==> config.mk <==
export PLATFORM = sky130hd
export DESIGN_NAME = uart_fifo_bridge_flat
export DESIGN_NICKNAME = d
export VERILOG_FILES = /design/src/rtl/uart_bridge_pkg.sv /design/src/rtl/uart_fifo_bridge_if.sv /design/src/rtl/uart_fifo_bridge_byte_fifo.sv /design/src/rtl/uart_fifo_bridge.sv /design/src/flat_wrapper.sv
export SDC_FILE = /design/constraint.sdc
export NUM_CORES = 1
export LEC_CHECK = 0
export BUFFER_PORTS_ARGS = -buffer_cell sky130_fd_sc_hd__buf_4
export CORE_MARGIN = 2
export CORE_UTILIZATION = 50
export DETAILED_ROUTE_END_ITERATION = 16
export PLACE_DENSITY = 0.78
export SYNTH_ARGS = -nofsm -noshare
export SYNTH_HDL_FRONTEND = slang
export SYNTH_SLANG_ARGS = --single-unit
==> constraint.sdc <==
create_clock -name clk -period 4.1 [get_ports clk]
set_input_delay 0.82 -clock clk [delete_from_list [all_inputs] [get_ports clk]]
set_output_delay 0.82 -clock clk [all_outputs]
set_load 0.05 [all_outputs]
==> src/rtl/uart_bridge_pkg.sv <==
// Purpose: shared types and constants for the uart FIFO bridge.
// Contents: byte width, byte type, TX and RX handshake state encodings.
// Used by: uart_fifo_bridge_if, byte_fifo, uart_fifo_bridge.
`timescale 1ns/1ps
package uart_bridge_pkg;

  localparam int UART_BYTE_W = 8;

  typedef logic [UART_BYTE_W-1:0] byte_t;

  typedef enum logic [1:0] {
    TX_IDLE,
    TX_BUSY,
    TX_RELEASE
  } tx_state_t;

  typedef enum logic [1:0] {
    RX_WAIT,
    RX_SETTLE,
    RX_ACK
  } rx_state_t;

endpackage

==> src/rtl/uart_fifo_bridge_if.sv <==
// Purpose: level handshake between the bridge and the unchanged uart core.
// Ports: start_tx/tx_value/tx_done for transmit, rx_available/rx_value/rx_clear for receive.
// Modports: master = bridge side, slave = uart core side.
`timescale 1ns/1ps
interface uart_fifo_bridge_if;
  import uart_bridge_pkg::*;

  logic  start_tx;
  byte_t tx_value;
  logic  tx_done;
  logic  rx_available;
  byte_t rx_value;
  logic  rx_clear;

  modport master (
    output start_tx, tx_value, rx_clear,
    input  tx_done, rx_available, rx_value
  );

  modport slave (
    input  start_tx, tx_value, rx_clear,
    output tx_done, rx_available, rx_value
  );

endinterface

==> src/rtl/uart_fifo_bridge_byte_fifo.sv <==
// Purpose: synchronous first-word fall-through byte FIFO (module byte_fifo).
// Ports: clk, rst (sync, active-high), push/push_dat, pop, full, empty, head (0 when empty).
// Pointers carry one extra wrap bit; simultaneous push and pop on a full FIFO are both honoured.
`timescale 1ns/1ps
module byte_fifo
  import uart_bridge_pkg::*;
#(
  parameter int DEPTH = 4
) (
  input  logic  clk,
  input  logic  rst,
  input  logic  push,
  input  byte_t push_dat,
  input  logic  pop,
  output logic  full,
  output logic  empty,
  output byte_t head
);

  localparam int AW = $clog2(DEPTH);

  logic [AW:0] wr_ptr_q, wr_ptr_d;
  logic [AW:0] rd_ptr_q, rd_ptr_d;
  byte_t       mem_q [DEPTH];
  byte_t       mem_d [DEPTH];
  logic        do_push;
  logic        do_pop;

  assign empty = (wr_ptr_q == rd_ptr_q);
  // Same slot index, opposite lap: writer is exactly one lap ahead.
  assign full  = (wr_ptr_q[AW] != rd_ptr_q[AW]) &&
                 (wr_ptr_q[AW-1:0] == rd_ptr_q[AW-1:0]);

  assign do_pop  = pop && !empty;
  // A pop in the same cycle frees the slot the push is about to use.
  assign do_push = push && (!full || do_pop);

  assign head = empty ? '0 : mem_q[rd_ptr_q[AW-1:0]];

  always_comb begin
    wr_ptr_d = wr_ptr_q;
    rd_ptr_d = rd_ptr_q;
    mem_d    = mem_q;
    if (do_push) begin
      mem_d[wr_ptr_q[AW-1:0]] = push_dat;
      wr_ptr_d                = wr_ptr_q + 1'b1;
    end
    if (do_pop) begin
      rd_ptr_d = rd_ptr_q + 1'b1;
    end
  end

  always_ff @(posedge clk) begin
    if (rst) begin
      wr_ptr_q <= '0;
      rd_ptr_q <= '0;
    end else begin
      wr_ptr_q <= wr_ptr_d;
      rd_ptr_q <= rd_ptr_d;
    end
  end

  // Storage needs no reset: empty pointers mask stale contents.
  always_ff @(posedge clk) begin
    mem_q <= mem_d;
  end

endmodule

==> src/rtl/uart_fifo_bridge.sv <==
// Purpose: CPU-side TX/RX byte FIFOs in front of the uart core's level handshakes.
// Ports: clk, rst (sync, active-high); CPU wr_en/wr_data, rd_en/rd_data, clr_flags, status flags;
//        core handshake through uart_fifo_bridge_if.master; irq_mask/irq only with UART_BRIDGE_IRQ_EN.
// A TX byte stays in its FIFO slot until the core reports tx_done, so the in-flight byte counts toward tx_full.
`timescale 1ns/1ps
module uart_fifo_bridge
  import uart_bridge_pkg::*;
#(
  parameter int TX_DEPTH = 4,
  parameter int RX_DEPTH = 4
) (
  input  logic  clk,
  input  logic  rst,
  input  logic  wr_en,
  input  byte_t wr_data,
  input  logic  rd_en,
  output byte_t rd_data,
  input  logic  clr_flags,
  output logic  tx_full,
  output logic  tx_empty,
  output logic  rx_empty,
  output logic  tx_ovf,
  output logic  rx_ovf,
  uart_fifo_bridge_if.master core
`ifdef UART_BRIDGE_IRQ_EN
  ,
  input  logic [1:0] irq_mask,
  output logic       irq
`endif
);

  tx_state_t tx_state_q, tx_state_d;
  rx_state_t rx_state_q, rx_state_d;
  logic      start_tx_q, start_tx_d;
  byte_t     tx_value_q, tx_value_d;
  logic      rx_clear_q, rx_clear_d;
  logic      tx_ovf_q, tx_ovf_d;
  logic      rx_ovf_q, rx_ovf_d;

  logic      txf_push, txf_pop, txf_full, txf_empty;
  byte_t     txf_head;
  logic      rxf_push, rxf_full, rxf_empty;
  byte_t     rxf_head;
  logic      rd_pop_ok;

  // A full TX FIFO drops the write even if the head pops this cycle.
  assign txf_push  = wr_en && !txf_full;
  assign rd_pop_ok = rd_en && !rxf_empty;

  byte_fifo #(.DEPTH(TX_DEPTH)) u_tx_fifo (
    .clk      (clk),
    .rst      (rst),
    .push     (txf_push),
    .push_dat (wr_data),
    .pop      (txf_pop),
    .full     (txf_full),
    .empty    (txf_empty),
    .head     (txf_head)
  );

  byte_fifo #(.DEPTH(RX_DEPTH)) u_rx_fifo (
    .clk      (clk),
    .rst      (rst),
    .push     (rxf_push),
    .push_dat (core.rx_value),
    .pop      (rd_en),
    .full     (rxf_full),
    .empty    (rxf_empty),
    .head     (rxf_head)
  );

  // TX handshake: present head, hold until tx_done, then wait for tx_done to drop.
  always_comb begin
    tx_state_d = tx_state_q;
    start_tx_d = start_tx_q;
    tx_value_d = tx_value_q;
    txf_pop    = 1'b0;
    case (tx_state_q)
      TX_IDLE: begin
        // tx_done check keeps start_tx from ever rising against a stale done.
        if (!txf_empty && !core.tx_done) begin
          start_tx_d = 1'b1;
          tx_value_d = txf_head;
          tx_state_d = TX_BUSY;
        end
      end
      TX_BUSY: begin
        if (core.tx_done) begin
          txf_pop    = 1'b1;
          start_tx_d = 1'b0;
          tx_state_d = TX_RELEASE;
        end
      end
      TX_RELEASE: begin
        if (!core.tx_done) begin
          tx_state_d = TX_IDLE;
        end
      end
      default: begin
        tx_state_d = TX_IDLE;
        start_tx_d = 1'b0;
      end
    endcase
  end

  // RX handshake: skip the first rx_available cycle, whose rx_value is not yet valid.
  always_comb begin
    rx_state_d = rx_state_q;
    rx_clear_d = rx_clear_q;
    rxf_push   = 1'b0;
    case (rx_state_q)
      RX_WAIT: begin
        if (core.rx_available) begin
          rx_state_d = RX_SETTLE;
        end
      end
      RX_SETTLE: begin
        // While full the byte stays parked in the core; a CPU pop unblocks it at once.
        if (!rxf_full || rd_pop_ok) begin
          rxf_push   = 1'b1;
          rx_clear_d = 1'b1;
          rx_state_d = RX_ACK;
        end
      end
      RX_ACK: begin
        if (!core.rx_available) begin
          rx_clear_d = 1'b0;
          rx_state_d = RX_WAIT;
        end
      end
      default: begin
        rx_state_d = RX_WAIT;
        rx_clear_d = 1'b0;
      end
    endcase
  end

  // Sticky error flags; a clear beats a same-cycle set.
  always_comb begin
    tx_ovf_d = tx_ovf_q | (wr_en & txf_full);
    rx_ovf_d = rx_ovf_q | (rd_en & rxf_empty);
    if (clr_flags) begin
      tx_ovf_d = 1'b0;
      rx_ovf_d = 1'b0;
    end
  end

  always_ff @(posedge clk) begin
    if (rst) begin
      tx_state_q <= TX_IDLE;
      rx_state_q <= RX_WAIT;
      start_tx_q <= 1'b0;
      tx_value_q <= '0;
      rx_clear_q <= 1'b0;
      tx_ovf_q   <= 1'b0;
      rx_ovf_q   <= 1'b0;
    end else begin
      tx_state_q <= tx_state_d;
      rx_state_q <= rx_state_d;
      start_tx_q <= start_tx_d;
      tx_value_q <= tx_value_d;
      rx_clear_q <= rx_clear_d;
      tx_ovf_q   <= tx_ovf_d;
      rx_ovf_q   <= rx_ovf_d;
    end
  end

  assign core.start_tx = start_tx_q;
  assign core.tx_value = tx_value_q;
  assign core.rx_clear = rx_clear_q;

  assign rd_data  = rxf_head;
  assign tx_full  = txf_full;
  assign tx_empty = txf_empty && (tx_state_q == TX_IDLE);
  assign rx_empty = rxf_empty;
  assign tx_ovf   = tx_ovf_q;
  assign rx_ovf   = rx_ovf_q;

`ifdef UART_BRIDGE_IRQ_EN
  logic irq_q, irq_d;

  always_comb begin
    irq_d = (~rxf_empty & irq_mask[0]) | (tx_empty & irq_mask[1]);
  end

  always_ff @(posedge clk) begin
    if (rst) begin
      irq_q <= 1'b0;
    end else begin
      irq_q <= irq_d;
    end
  end

  assign irq = irq_q;
`endif

endmodule

==> src/flat_wrapper.sv <==
// flat-port wrapper written by rule: the top's interface ports become plain ports
module uart_fifo_bridge_flat import uart_bridge_pkg::*;
#(
  parameter int TX_DEPTH = 4,
  parameter int RX_DEPTH = 4
)
  (clk, rst, wr_en, wr_data, rd_en, rd_data, clr_flags, tx_full, tx_empty, rx_empty, tx_ovf, rx_ovf, core_start_tx, core_tx_value, core_rx_clear, core_tx_done, core_rx_available, core_rx_value);
  uart_fifo_bridge_if core_i ();
  input  logic clk;
  input  logic rst;
  input  logic wr_en;
  input  byte_t wr_data;
  input  logic rd_en;
  output byte_t rd_data;
  input  logic clr_flags;
  output logic tx_full;
  output logic tx_empty;
  output logic rx_empty;
  output logic tx_ovf;
  output logic rx_ovf;
  output wire logic [$bits(core_i.start_tx)-1:0] core_start_tx;
  output wire logic [$bits(core_i.tx_value)-1:0] core_tx_value;
  output wire logic [$bits(core_i.rx_clear)-1:0] core_rx_clear;
  input wire logic [$bits(core_i.tx_done)-1:0] core_tx_done;
  input wire logic [$bits(core_i.rx_available)-1:0] core_rx_available;
  input wire logic [$bits(core_i.rx_value)-1:0] core_rx_value;
  assign core_start_tx = core_i.start_tx;
  assign core_tx_value = core_i.tx_value;
  assign core_rx_clear = core_i.rx_clear;
  assign core_i.tx_done = core_tx_done;
  assign core_i.rx_available = core_rx_available;
  assign core_i.rx_value = core_rx_value;
  uart_fifo_bridge #(.TX_DEPTH(TX_DEPTH), .RX_DEPTH(RX_DEPTH)) u_core (.clk(clk), .rst(rst), .wr_en(wr_en), .wr_data(wr_data), .rd_en(rd_en), .rd_data(rd_data), .clr_flags(clr_flags), .tx_full(tx_full), .tx_empty(tx_empty), .rx_empty(rx_empty), .tx_ovf(tx_ovf), .rx_ovf(rx_ovf), .core(core_i));
endmodule
==> run_results.csv, run 1 <==
group,metric,value,unit
status,status,"finished clean",
clock_network,cts_buffers,9,
route,avgViaCountPerCell,5.174,
floorplan,die_h,90.83,µm
yosys,synth_top_area_share,50.98,%
power_and_ir_drop,powerDensity,464.4,nW/µm²
yosys,ys_async_sr_fraction,0,%
power_and_ir_drop,finalPower,2.045,mW
power_and_ir_drop,ir_worst_vdd,0.3294,mV
cells_and_area,finish.net_count,314,
sta,clock_skew,8.554,ps
sta,fin_crit_sh,71.58,%
yosys,synth_seq_area_share,65.85,%
cells_and_area,final_cell_mix,"64 x edfxtp_1, 45 x buf_4, 28 x dfxtp_1",
sta,tightest_slew,1099,ps
clock_network,clock_latency,360,ps
placed_design,dpl_cell_area,4190,µm²
cells_and_area,design_area,4404,µm²
setup_path,rr_worst_depth,4,
setup_path,cp_num_buf_inv,1,
global_routing,grt_pass1_vias,2064,
clock_network,clockBufferDepth,2,
global_routing,grt_pass1_wl,10220,µm
cells_and_area,final_cells,385,
setup_path,r2r_start,"u_core.u_tx_fifo.rd_ptr_q[0]",
route,routedWlPerCell,16.33,µm
yosys,netlist-cell-type-count,37,
setup_path,reg2reg_slack,1520,ps
global_routing,grt-ovfl-total,0,
floorplan,io-pin-count,46,
placed_design,portBuffers,45,
cells_and_area,diodes,0,
cells_and_area,drive_gt1_share,30.07,%
sta,whs,461.7,ps
floorplan,core_area,7292,µm²
sta,fmax,340.8,MHz
clock_network,cts_num_sinks,92,
power_and_ir_drop,pwr-share-comb,16.4,%
setup_path,arrival,2110,ps
placed_design,place_hpwl,4209,µm
power_and_ir_drop,leakage,1.589,nW
setup_path,reg2reg_to,"u_core.core.tx_value[1]",
setup_path,critical-path-top-delay-family,"flip-flops",
clock_network,ctsResizeCount,0,
setup_path,crit_slowest_cell,"dfxtp_1",
setup_path,critPathLaunchType,"register",
clock_network,h-tree-depth,3,
floorplan,initial_core_util,51.70,%
floorplan,die_x,90.83,µm
clock_network,ctsHoldBuffers,0,
yosys,syn_inst,233,
yosys,yosys_most_used_dff,"edfxtp_1",
min_path,whs_path_depth,2,
sta,max_slew_margin,26.71,%
yosys,synthTopCellsByArea,"edfxtp_1 51%, dfxtp_1 15%, mux4_2 9.6%",
global_routing,grt_max_degree,30,
power_and_ir_drop,switchingPower,0.5862,mW
yosys,synth_seq_cells,92,
yosys,netlist_area,3770,µm²
route,drt-initial-drc-count,106,
floorplan,rows,31,
floorplan,die_area,8250,µm²
setup_path,worstPathMaxFanout,11,
sta,setup_violations,0,
cells_and_area,layout_commonest_cell,"edfxtp_1",
yosys,synth_top_area_cell,"edfxtp_1",
clock_network,clkSlewWorstSetupHoldPaths,90,ps
clock_network,ctsRootBufferMaster,"clkbuf_8",
yosys,syn-num-nets,266,
power_and_ir_drop,pwr-share-seq,52.1,%
flow_run,cap_violations,0,
setup_path,max_stage_delay,780,ps
yosys,yosysWarningCount,0,
cells_and_area,fill_cells,547,
yosys,avgSynthCellArea,16.18,µm²
sta,min_period,2935,ps
min_path,min-delay-start,"u_core.core.rx_clear",
clock_network,cts_tree,"built",
sta,drv_slew,0,
power_and_ir_drop,swShare,28.66,%
sta,hold_viol,0,
global_routing,gr-usage-all-layers,16.42,%
power_and_ir_drop,pwr-share-clk,31.5,%
route,route.detailed.drc,0,
setup_path,path_depth,4,
placed_design,dp_cells,369,
cells_and_area,area_growth,16.83,%
clock_network,cts_setup_buffers,0,
setup_path,path_cells,"xor2_2 -> nor3_4 -> nor2b_1 -> buf_4",
min_path,hold-path-endpoint,"u_core.core.rx_clear",
route,first_pass_iters,4,
setup_path,worst-setup-path-type,"reg2out",
setup_path,setup.worst_path.end_class,"output port",
min_path,hp-class,"reg2reg",
placed_design,gp_congestion,0.6836,
setup_path,crit_required,3280,ps
sta,tns,0,ps
power_and_ir_drop,p_int,1.459,mW
route,num_vias,1992,
yosys,synth_edf_count,64,
route,postRouteWirelength,6287,µm
global_routing,antenna_found_initial,0,
sta,rsz0062_at_grt,"false",
route,drtAntennaViolNets,0,
worst max path at each step:
| stage | startpoint | endpoint | slack, ps |
|---|---|---|---|
| 5_1_grt | u_core.u_rx_fifo.rd_ptr_q[0] | rd_data[3] | 890 |
| 2_1_floorplan | u_core.u_tx_fifo.wr_ptr_q[2] | tx_empty | 1450 |
| 3_5_place_dp | core_tx_done | u_core.core.tx_value[1] | 1400 |
| 3_3_place_gp | core_tx_done | u_core.core.tx_value[5] | 1480 |
| 6_report | u_core.u_rx_fifo.rd_ptr_q[0] | rd_data[3] | 1170 |
| 4_1_cts | u_core.u_rx_fifo.rd_ptr_q[0] | rd_data[3] | 1090 |
area by class of cell:
cell class	count	area [µm²]	area share [%]
Clock buffer	9	123.9	2.813
Clock inverter	7	90.09	2.045
Inverter	7	26.28	0.5966
Multi-Input combinational cell	126	1220	27.70
Sequential cell	92	2482	56.36
Tap cell	99	123.9	2.813
Timing Repair Buffer	45	337.8	7.670
cell families (layout without fill, tap and decap cells):
kind of cell / count (synthesis) / count (layout) / share of synthesized area (%)
flip-flops: 92 / 92 / 65.85
AND/OR/NAND/NOR: 55 / 55 / 7.767
multiplexers: 30 / 30 / 13.41
XOR/XNOR: 16 / 16 / 4.414
AO/OA/AOI/OAI: 15 / 15 / 3.286
buffers and inverters: 15 / 68 / 1.958
adder cells (fa/ha/maj): 10 / 10 / 3.319
worst reg2reg max path: stages (launching register included):
cell	delay, ps
dfxtp_1	820
xnor2_1	250
a311oi_2	990
mux2i_1	340
nor2_1	80
stage by stage:
| step | util (%) | setup slack [ps] |
|---|---|---|
| 2_1_floorplan | - | 1449 |
| 3_3_place_gp | 57.46 | 1477 |
| 3_5_place_dp | 57.46 | 1396 |
| 4_1_cts | 60.40 | 1086 |
| 5_1_grt | 60.40 | 887.0 |
| 6_report | 60.40 | 1165 |
routing by layer:
metal | part of all wire, % | vias to the layer above | GRT usage (%)
li1 | - | 959 | -
met1 | 42 | 987 | 19.08
met2 | 53 | 35 | 28.92
met3 | 3.4 | 11 | 3.255
met4 | 2.0 | 0 | 8.333
met5 | 0 | - | 0
sequential cells by signal (all words and copies together) (netlist names):
register                   count
u_core.u_tx_fifo.wr_ptr_q      3
u_core.tx_ovf                  1
u_core.tx_state_q              2
u_core.u_tx_fifo.mem_q        32
u_core.u_rx_fifo.wr_ptr_q      3
u_core.u_rx_fifo.rd_ptr_q      3
u_core.core.start_tx           1
u_core.rx_ovf                  1
u_core.u_rx_fifo.mem_q        32
u_core.core.rx_clear           1
u_core.rx_state_q              2
u_core.core.tx_value           8
u_core.u_tx_fifo.rd_ptr_q      3
Yosys cell counts, types with 2 or more instances:
cell type   n
edfxtp_1   64
dfxtp_1    28
nor2_1     22
mux4_2     16
mux2i_1    13
nor2b_1    11
ha_1       10
xnor2_1     8
inv_1       7
and2_1      6
nor3_1      6
xor2_1      6
a21oi_1     5
clkbuf_1    3
nand3b_1    3
buf_2       2
buf_4       2
o311ai_0    2
power groups by stage:
stage / clock, mW / combinational (mW) / sequential [mW]
after global placement: 0 / 0.330 / 1.09
final: 0.645 / 0.335 / 1.07
after CTS: 0.660 / 0.339 / 1.07
after floorplan: 0 / 0.224 / 1.10
after global routing: 0.691 / 0.358 / 1.07
after detailed placement: 0 / 0.338 / 1.09
No activity file was read; power rests on OpenSTA's default activity.
==> run 2: changes to the inputs <==
--- a/config.mk
+++ b/config.mk
@@ -9,7 +9,7 @@
 export CORE_MARGIN = 2
 export CORE_UTILIZATION = 50
 export DETAILED_ROUTE_END_ITERATION = 16
-export PLACE_DENSITY = 0.78
+export PLACE_DENSITY = 0.81
 export SYNTH_ARGS = -nofsm -noshare
 export SYNTH_HDL_FRONTEND = slang
 export SYNTH_SLANG_ARGS = --single-unit
==> constraint.sdc (replaced) <==
create_clock -name clk -period 2.5 [get_ports clk]
set_input_delay 0.5 -clock clk [delete_from_list [all_inputs] [get_ports clk]]
set_output_delay 0.5 -clock clk [all_outputs]
set_load 0.05 [all_outputs]
==> run 2 against run 1 <==
Compared with the run above: worst setup slack worse by 950 ps; combinational power grew 75%; flip-flop and latch count did not move; first-iteration DRC count is 34% lower; critical endpoint unchanged; highest routed layer unchanged.
==> run_results.csv, run 2 (synthesis results as in run 1) <==
group,metric,value,unit
setup_path,path_cells,"buf_4 -> xor2_2 -> nor3_4 -> nor2b_1 -> buf_4",
setup_path,rr_worst_depth,5,
floorplan,initial_core_util,51.70,%
global_routing,grt_pass1_vias,2008,
setup_path,setup.worst_path.end_class,"output port",
global_routing,grt_pass1_wl,10010,µm
floorplan,io-pin-count,46,
cells_and_area,postLayoutCoreUtil,60.79,%
setup_path,critPathLaunchType,"register",
setup_path,crit_slowest_cell,"nor3_4",
global_routing,grt_max_degree,30,
cells_and_area,finish.net_count,320,
clock_network,h-tree-depth,3,
power_and_ir_drop,leakage,1.609,nW
clock_network,clockBufferDepth,2,
cells_and_area,fill_cells,564,
clock_network,cts_setup_buffers,0,
status,status,"finished clean",
route,drt-initial-drc-count,70,
sta,whs,313.0,ps
setup_path,reg2reg_slack,540,ps
cells_and_area,final_cells,391,
clock_network,cts_num_sinks,92,
setup_path,worst-setup-path-type,"reg2out",
min_path,hold-path-endpoint,"u_core.tx_ovf",
clock_network,ctsRootBufferMaster,"clkbuf_8",
min_path,hp-class,"in2reg",
placed_design,dp_cells,375,
setup_path,worstPathMaxFanout,10,
cells_and_area,design_area,4433,µm²
placed_design,dpl_cell_area,4235,µm²
sta,setup_violations,0,
setup_path,r2r_start,"u_core.u_rx_fifo.rd_ptr_q[0]",
clock_network,ctsResizeCount,0,
floorplan,die_x,90.83,µm
setup_path,crit_required,2000,ps
power_and_ir_drop,powerDensity,744.7,nW/µm²
setup_path,arrival,1780,ps
setup_path,crit_top_cell,"buf_4",
clock_network,clkSlewWorstSetupHoldPaths,90,ps
route,route.detailed.drc,0,
sta,drv_slew,0,
route,avgViaCountPerCell,5.161,
route,routedWlPerCell,15.86,µm
power_and_ir_drop,ir_worst_vdd,0.5800,mV
sta,fmax,438.1,MHz
clock_network,cts_tree,"built",
min_path,whs_path_depth,2,
floorplan,core_area,7292,µm²
min_path,min-delay-start,"clr_flags",
floorplan,die_h,90.83,µm
sta,max_slew_margin,60.24,%
setup_path,startpoint,"u_core.u_rx_fifo.rd_ptr_q[0]",
floorplan,rows,31,
setup_path,reg2reg_to,"u_core.u_rx_fifo.wr_ptr_q[2]",
cells_and_area,area_growth,17.59,%
sta,fin_crit_sh,91.30,%
flow_run,cap_violations,0,
power_and_ir_drop,finalPower,3.301,mW
sta,clock_skew,9.422,ps
global_routing,grt-ovfl-total,0,
sta,layout_setup_ws,217.4,ps
setup_path,max_stage_delay,400,ps
placed_design,gp_congestion,0.7555,
clock_network,clock_latency,350,ps
cells_and_area,drive_gt1_share,30.82,%
floorplan,die_area,8250,µm²
cells_and_area,diodes,0,
placed_design,dp_slack,553.6,ps
global_routing,gr-usage-all-layers,15.91,%
sta,tightest_slew,595.7,ps
sta,hold_viol,0,
cells_and_area,layout_commonest_cell,"edfxtp_1",
global_routing,antenna_found_initial,0,
clock_network,cts_buffers,9,
route,first_pass_iters,4,
sta,rsz0062_at_grt,"false",
route,postRouteWirelength,6201,µm
clock_network,ctsHoldBuffers,0,
cells_and_area,final_cell_mix,"64 x edfxtp_1, 51 x buf_4, 28 x dfxtp_1",
route,drtAntennaViolNets,0,
route,num_vias,2018,
placed_design,place_hpwl,4229,µm
sta,min_period,2283,ps
placed_design,portBuffers,45,
sta,tns,0,ps
==> run 2: layout make-up <==
class	instances	area, µm²	area share [%]
sequential	92	2482	56.00
multi-input combinational	126	1220	27.52
timing repair buffer	51	382.9	8.637
clock buffer	9	123.9	2.794
tap	99	123.9	2.794
clock inverter	7	73.82	1.665
inverter	7	26.28	0.5927
==> run 2: where the power goes <==
group,internal [mW],switching [mW],total [mW]
Clock,0.470,0.519,0.989
Sequential,1.69,0.0339,1.73
Combinational,0.219,0.367,0.586
==> run 2: worst max-delay path by stage <==
stage / end / slack [ps] / cells after the start
finish: rd_data[3] / 220 / 5
global route: rd_data[3] / 100 / 5
CTS: rd_data[3] / 180 / 5
detailed placement: u_core.u_rx_fifo.wr_ptr_q[2] / 550 / 5
global placement: u_core.u_rx_fifo.wr_ptr_q[2] / 610 / 5
floorplan: tx_empty / 170 / 3
==> run 2: per-layer routing <==
layer  wire, µm  vias to the layer above  global-route usage, %
li1           -                      966                      -
met1       2553                     1003                  18.73
met2       3303                       46                  28.54
met3        312                        3                  4.925
met4         31                        0                  3.788
met5          0                        -                      0
==> run 2: worst max-delay path, delay by kind of cell, from the launching register on <==
family | cells | cell delay, ps
AND/OR/NAND/NOR | 2 | 510
buffers and inverters | 2 | 370
XOR/XNOR | 1 | 220
flip-flops | 1 | 320
